## src/rtl/quad_step_ctrl_if.sv

```systemverilog
// Encoder front-end bus: raw encoder/button pins in, counter control pulses out.
interface quad_step_ctrl_if;
  logic a_in;
  logic b_in;
  logic btn_in;
  logic en;
  logic up;
  logic clr;
  logic err;

  modport master (
    output a_in, b_in, btn_in,
    input  en, up, clr, err
  );

  modport slave (
    input  a_in, b_in, btn_in,
    output en, up, clr, err
  );
endinterface

```

## src/rtl/quad_step_ctrl.sv

```systemverilog
// Quadrature encoder + clear button front end for an up/down counter.
// Raw pins are synchronised and debounced. Filtered A/B transitions are decoded
// and accumulated. One en pulse is issued per detent, and a debounced button
// press issues one clr pulse. All outputs are registered.
module quad_step_ctrl #(
  parameter int DB_CYCLES = 4,
  parameter int DETENT    = 4
) (
  input  logic             clk,
  input  logic             reset,
  quad_step_ctrl_if.slave  bus
);

  localparam int CW = $clog2(DB_CYCLES + 1);
  localparam int AW = $clog2(DETENT) + 1;

  localparam logic [CW-1:0]        CNT_LAST = CW'(DB_CYCLES - 1);
  localparam logic signed [AW-1:0] ACC_MAX  = AW'(DETENT - 1);
  localparam logic signed [AW-1:0] ACC_MIN  = AW'(1 - DETENT);
  localparam logic signed [AW-1:0] ACC_ONE  = AW'(1);

  localparam logic [1:0] DIR_NONE = 2'b00;
  localparam logic [1:0] DIR_FWD  = 2'b01;
  localparam logic [1:0] DIR_REV  = 2'b10;
  localparam logic [1:0] DIR_BAD  = 2'b11;

  // Successor of a {A,B} state in the forward cycle 00->01->11->10->00.
  function automatic logic [1:0] quad_next(input logic [1:0] s);
    logic [1:0] n;
    case (s)
      2'b00:   n = 2'b01;
      2'b01:   n = 2'b11;
      2'b11:   n = 2'b10;
      default: n = 2'b00;
    endcase
    return n;
  endfunction

  // Classify a state change as forward, reverse, illegal (both bits flipped) or none.
  function automatic logic [1:0] quad_dir(input logic [1:0] prev, input logic [1:0] cur);
    logic [1:0] d;
    if (cur == prev)                 d = DIR_NONE;
    else if (cur == quad_next(prev)) d = DIR_FWD;
    else if (prev == quad_next(cur)) d = DIR_REV;
    else                             d = DIR_BAD;
    return d;
  endfunction

  // Pin index: 0 = B, 1 = A, 2 = button.
  logic [2:0]    raw;
  logic [2:0]    sync1_q, sync2_q, filt_q;
  logic [CW-1:0] cnt_q [3];

  assign raw = {bus.btn_in, bus.a_in, bus.b_in};

  // Stage 0/1: two-flop synchronisers, then per-pin stability counters.
  always_ff @(posedge clk or posedge reset) begin
    if (reset) begin
      sync1_q <= '0;
      sync2_q <= '0;
      filt_q  <= '0;
      for (int i = 0; i < 3; i++) cnt_q[i] <= '0;
    end else begin
      sync1_q <= raw;
      sync2_q <= sync1_q;
      for (int i = 0; i < 3; i++) begin
        if (sync2_q[i] != filt_q[i]) begin
          if (cnt_q[i] == CNT_LAST) begin
            filt_q[i] <= sync2_q[i];
            cnt_q[i]  <= '0;
          end else begin
            cnt_q[i] <= cnt_q[i] + CW'(1);
          end
        end else begin
          cnt_q[i] <= '0;
        end
      end
    end
  end

  logic                 en_q, up_q, clr_q, err_q;
  logic                 en_d, up_d, clr_d, err_d;
  logic signed [AW-1:0] acc_q, acc_d;
  logic [1:0]           qs_q, qs_d;
  logic                 primed_q, primed_d;
  logic                 btn_prev_q;
  logic [1:0]           dir;
  logic                 btn_edge;

  assign dir      = quad_dir(qs_q, filt_q[1:0]);
  assign btn_edge = filt_q[2] & ~btn_prev_q;

  // Stage 2: decode filtered transitions, accumulate detents, resolve clear priority.
  always_comb begin
    en_d     = 1'b0;
    up_d     = up_q;
    clr_d    = 1'b0;
    err_d    = 1'b0;
    acc_d    = acc_q;
    qs_d     = qs_q;
    primed_d = primed_q;
    if (dir != DIR_NONE) begin
      qs_d = filt_q[1:0];
      if (!primed_q) begin
        // First settled state after reset is only recorded.
        primed_d = 1'b1;
      end else begin
        case (dir)
          DIR_FWD: begin
            if (acc_q == ACC_MAX) begin
              en_d  = 1'b1;
              up_d  = 1'b1;
              acc_d = '0;
            end else begin
              acc_d = acc_q + ACC_ONE;
            end
          end
          DIR_REV: begin
            if (acc_q == ACC_MIN) begin
              en_d  = 1'b1;
              up_d  = 1'b0;
              acc_d = '0;
            end else begin
              acc_d = acc_q - ACC_ONE;
            end
          end
          default: begin
            err_d = 1'b1;
            acc_d = '0;
          end
        endcase
      end
    end
    if (btn_edge) begin
      // Clear wins over a completing step; direction keeps its last value.
      clr_d = 1'b1;
      en_d  = 1'b0;
      up_d  = up_q;
      acc_d = '0;
    end
  end

  // Stage 3: registered outputs and decoder state.
  always_ff @(posedge clk or posedge reset) begin
    if (reset) begin
      en_q       <= 1'b0;
      up_q       <= 1'b0;
      clr_q      <= 1'b0;
      err_q      <= 1'b0;
      acc_q      <= '0;
      qs_q       <= '0;
      primed_q   <= 1'b0;
      btn_prev_q <= 1'b0;
    end else begin
      en_q       <= en_d;
      up_q       <= up_d;
      clr_q      <= clr_d;
      err_q      <= err_d;
      acc_q      <= acc_d;
      qs_q       <= qs_d;
      primed_q   <= primed_d;
      btn_prev_q <= filt_q[2];
    end
  end

  assign bus.en  = en_q;
  assign bus.up  = up_q;
  assign bus.clr = clr_q;
  assign bus.err = err_q;

endmodule
```

## src/flat_wrapper.sv

```systemverilog
// flat-port wrapper written by rule: the top's interface ports become plain ports
module quad_step_ctrl_flat 
#(
  parameter int DB_CYCLES = 4,
  parameter int DETENT    = 4
)
  (clk, reset, bus_a_in, bus_b_in, bus_btn_in, bus_en, bus_up, bus_clr, bus_err);
  quad_step_ctrl_if bus_i ();
  input  logic clk;
  input  logic reset;
  input wire logic [$bits(bus_i.a_in)-1:0] bus_a_in;
  input wire logic [$bits(bus_i.b_in)-1:0] bus_b_in;
  input wire logic [$bits(bus_i.btn_in)-1:0] bus_btn_in;
  output wire logic [$bits(bus_i.en)-1:0] bus_en;
  output wire logic [$bits(bus_i.up)-1:0] bus_up;
  output wire logic [$bits(bus_i.clr)-1:0] bus_clr;
  output wire logic [$bits(bus_i.err)-1:0] bus_err;
  assign bus_i.a_in = bus_a_in;
  assign bus_i.b_in = bus_b_in;
  assign bus_i.btn_in = bus_btn_in;
  assign bus_en = bus_i.en;
  assign bus_up = bus_i.up;
  assign bus_clr = bus_i.clr;
  assign bus_err = bus_i.err;
  quad_step_ctrl #(.DB_CYCLES(DB_CYCLES), .DETENT(DETENT)) u_core (.clk(clk), .reset(reset), .bus(bus_i));
endmodule
```

## config.mk

```make
export PLATFORM = sky130hd
export DESIGN_NAME = quad_step_ctrl_flat
export DESIGN_NICKNAME = d
export VERILOG_FILES = /design/src/rtl/quad_step_ctrl_if.sv /design/src/rtl/quad_step_ctrl.sv /design/src/flat_wrapper.sv
export SDC_FILE = /design/constraint.sdc
export NUM_CORES = 1
export LEC_CHECK = 0
export ABC_AREA = 1
export BUFFER_PORTS_ARGS = -buffer_cell sky130_fd_sc_hd__buf_2
export CAP_MARGIN = 20
export CORE_MARGIN = 4
export CORE_UTILIZATION = 50
export CTS_CLUSTER_DIAMETER = 120
export DETAILED_ROUTE_END_ITERATION = 6
export PLACE_DENSITY = 0.82
export REMOVE_ABC_BUFFERS = 1
export SYNTH_ARGS = -nofsm -noshare
export SYNTH_HDL_FRONTEND = slang
export SYNTH_SLANG_ARGS = --single-unit
```

## constraint.sdc

```tcl
create_clock -name clk -period 1.5 [get_ports clk]
set_input_delay 0.15 -clock clk [delete_from_list [all_inputs] [get_ports clk]]
set_output_delay 0.15 -clock clk [all_outputs]
set_load 0.03 [all_outputs]
```

==> metrics.yaml <==
floorplan:
  fp.dieArea_sq_um: 3433
  ios: 9
  start_util_pct: 52.14
  die_h_um: 58.60
  rows: 18
  core_area_sq_um: 2455
  die_w_um: 58.60
yosys:
  synthXorXnorAreaFrac_pct: 4.790
  synth_top_family_by_area: "simple AND/OR/NAND/NOR gates"
  synth_flop_cell: "dfrtp_1"
  synth-compound-area-share_pct: 1.564
  netlist_area_sq_um: 1280
  synth_warnings: 0
  ys_types: 17
  synth_seq_area_share_pct: 56.70
  synthSimpleGateAreaFrac_pct: 19.65
  synthArstFlopShare_pct: 100.0
  synthCells: 133
  syn_area_per_cell_sq_um: 9.624
  synth-adder-area-share_pct: 8.798
  synth_edf_count: 0
  synth.area.mux_share_pct: 1.760
  ys_ff_latch: 29
detailed_routing:
  drc_errors: 0
  vias_per_cell: 4.923
  firstDrtPassIters: 4
  drt_iter0_markers: 20
  avgRoutedWirePerCell_um: 14.24
  vias: 955
  ant_nets: 0
  finalWirelength_um: 2763
worst_setup_path:
  worst-setup-path-type: "reg2reg"
  r2r_end: "u_core.acc_q[2]"
  path_delay_family: "simple AND/OR/NAND/NOR gates"
  path_max_fanout: 3
  crit_top_cell: "nand2_1"
  end_kind: "flop"
  cp.arrival_ns: 1.92
  cp_cell_sequence: "xor2_2 > or2_1 > nand2_4 > ha_4 > nand2_2 > o21ai_1 > nand2_1 > nand2_1"
  crit_required_ns: 1.74
  critPathBufInv: 0
  r2r_setup_slack_ns: -0.18
  rr_startpoint: "u_core.qs_q[1]"
  slowest_stage: "dfrtp_1"
  r2r_cells: 8
  cp_slowest_stage_delay_ns: 0.44
  crit_path_start_kind: "flop"
global_route:
  grt_pass1_vias: 1059
  grt_max_degree: 30
  grtUsageTotal_pct: 18.32
  grt_pass1_wl_um: 4533
  grt_overflow: 0
  antenna_found_initial: 0
cells_and_area:
  drive_gt1_share_pct: 35.37
  num_antenna_cells: 0
  mostFrequentLayoutCell: "dfrtp_1"
  postLayoutCoreUtil_pct: 69.42
  multi_input_area_sq_um: 610.6
  nFillCells: 169
  seqCellArea_sq_um: 726.9
  final_cell_mix: "28 x dfrtp_1, 26 x nand2_1, 17 x inv_1, 9 x buf_4, 8 x buf_2"
  layout.nets: 177
  area_growth_pct: 33.14
timing:
  finalCriticalPeriod_ns: 1.679
  worst_pin_slew_ns: 0.3489
  relSlewSlack_pct: 76.74
  slew_violations: 0
  fin_skew_ns: 0.01433
  hold_viol: 0
  final.setup.worst_slack_ns: -0.1794
  setup_violations: 7
  fin_crit_sh_pct: 112.0
  max_clock_freq_mhz: 595.5
  grt_setup_unrepaired: "true"
job:
  drv_cap: 0
placement:
  place_congestion: 0.7703
  hpwlAfterDp_um: 1430
  port-buffer-count: 8
clock_tree:
  path_clk_slew_ns: 0.09
  h-tree-depth: 2
  cts_root_buffer: "clkbuf_4"
  numCtsBuffers: 5
  clock_latency_ns: 0.32
  cts_tree: "built"
  cts.sinks: 29
  clk_path_buf_depth: 2
hold_path:
  hold_path.class: "reg2reg"
  holdPathStages: 0
  hp-start: "u_core.sync1_q[0]"
  whs_endpoint: "u_core.sync2_q[0]"
run_status:
  status: "finished with violations"
  violations: "negative setup slack"
## cells in the mapped netlist, types with 2 or more instances
library cell,count,share of area (%)
nor3_1,3,1.2
nand2_1,35,10
o21ai_0,3,1.2
nand2_2,2,0.98
ha_1,9,8.8
xnor2_1,6,4.1
inv_1,22,6.5
nor3b_1,3,1.8
nand3_1,4,1.6
dfrtp_1,29,57
mux2_2,2,1.8
nor2_1,10,2.9
## state kept, by name, summed over array words and instances, names as in the netlist
name / flops
u_core.cnt_q: 9
u_core.acc_q: 3
u_core.filt_q: 3
u_core.sync1_q: 3
u_core.sync2_q: 3
u_core.qs_q: 2
u_core.btn_prev_q: 1
u_core.bus.clr: 1
u_core.bus.en: 1
u_core.bus.err: 1
u_core.bus.up: 1
u_core.primed_q: 1
## metrics by stage
| stage | hold WS [ns] | cell area [sq um] | setup slack, ns | cells | setup TNS, ns |
|---|---|---|---|---|---|
| floorplan | 0.1814 | 1280 | -0.1137 | 133 | -0.4812 |
| global placement | 0.2235 | 1403 | -0.1177 | 177 | -0.4575 |
| detailed placement | 0.2363 | 1403 | -0.1910 | 177 | -0.9525 |
| CTS | 0.3648 | 1600 | -0.1269 | 192 | -0.4463 |
| global route | 0.3716 | 1704 | -0.2876 | 194 | -1.530 |
| finish | 0.3630 | 1704 | -0.1794 | 194 | -0.9109 |
## cell type report
cell class | instances | share of cell area [%]
multi-input combinational | 81 | 35.83
inverter | 23 | 5.213
clock inverter | 1 | 0.2937
tap | 30 | 2.203
clock buffer | 7 | 3.818
sequential | 29 | 42.66
timing repair buffer | 23 | 9.985
## worst reg2reg max path, delay by kind of cell (launching register included)
family,cells,cell delay [ns]
AO/OA/AOI/OAI,1,0.16
XOR/XNOR,1,0.19
adder cells (fa/ha/maj),1,0.17
flip-flops,1,0.44
AND/OR/NAND/NOR,5,0.65
## timing repair
action / 4_1_cts / 5_1_grt
gates resized for setup: 20 / 24
pin swaps: 16 / 13
hold buffers: 4 / 0
hold endpoints to repair: 32 / 0
setup buffers: 3 / 2
setup endpoints to repair: 7 / 9
## cells by family (layout without fill, tap and decap cells)
group,count (synthesis),after routing
adder cells (fa/ha/maj),9,9
flip-flops,29,29
multiplexers,2,2
AO/OA/AOI/OAI,4,4
buffers and inverters,23,54
XOR/XNOR,7,7
AND/OR/NAND/NOR,59,59
## per-layer routing
| layer | GRT usage [%] | share of wire, % | vias to the layer above |
|---|---|---|---|
| li1 | - | - | 460 |
| met1 | 17.24 | 35 | 460 |
| met2 | 33.49 | 57 | 22 |
| met3 | 5.921 | 3.3 | 13 |
| met4 | 11.97 | 4.5 | 0 |
| met5 | 0 | 0 | - |
## how the worst max path moves through the flow
stage                startpoint  cells past startpoint         endpoint  slack (ns)
2_1_floorplan  u_core.filt_q[1]                     10    u_core.bus.up       -0.11
6_report         u_core.qs_q[1]                      8  u_core.acc_q[2]       -0.18
4_1_cts        u_core.filt_q[0]                     10    u_core.bus.up       -0.13
5_1_grt        u_core.filt_q[0]                     11    u_core.bus.up       -0.29
3_3_place_gp     u_core.qs_q[1]                     11    u_core.bus.up       -0.12
3_5_place_dp   u_core.filt_q[1]                      9  u_core.acc_q[1]       -0.19
Power is left out: the tool's default activity adds up to more than one toggle a clock period on the data nets, which glitch-free logic cannot reach.
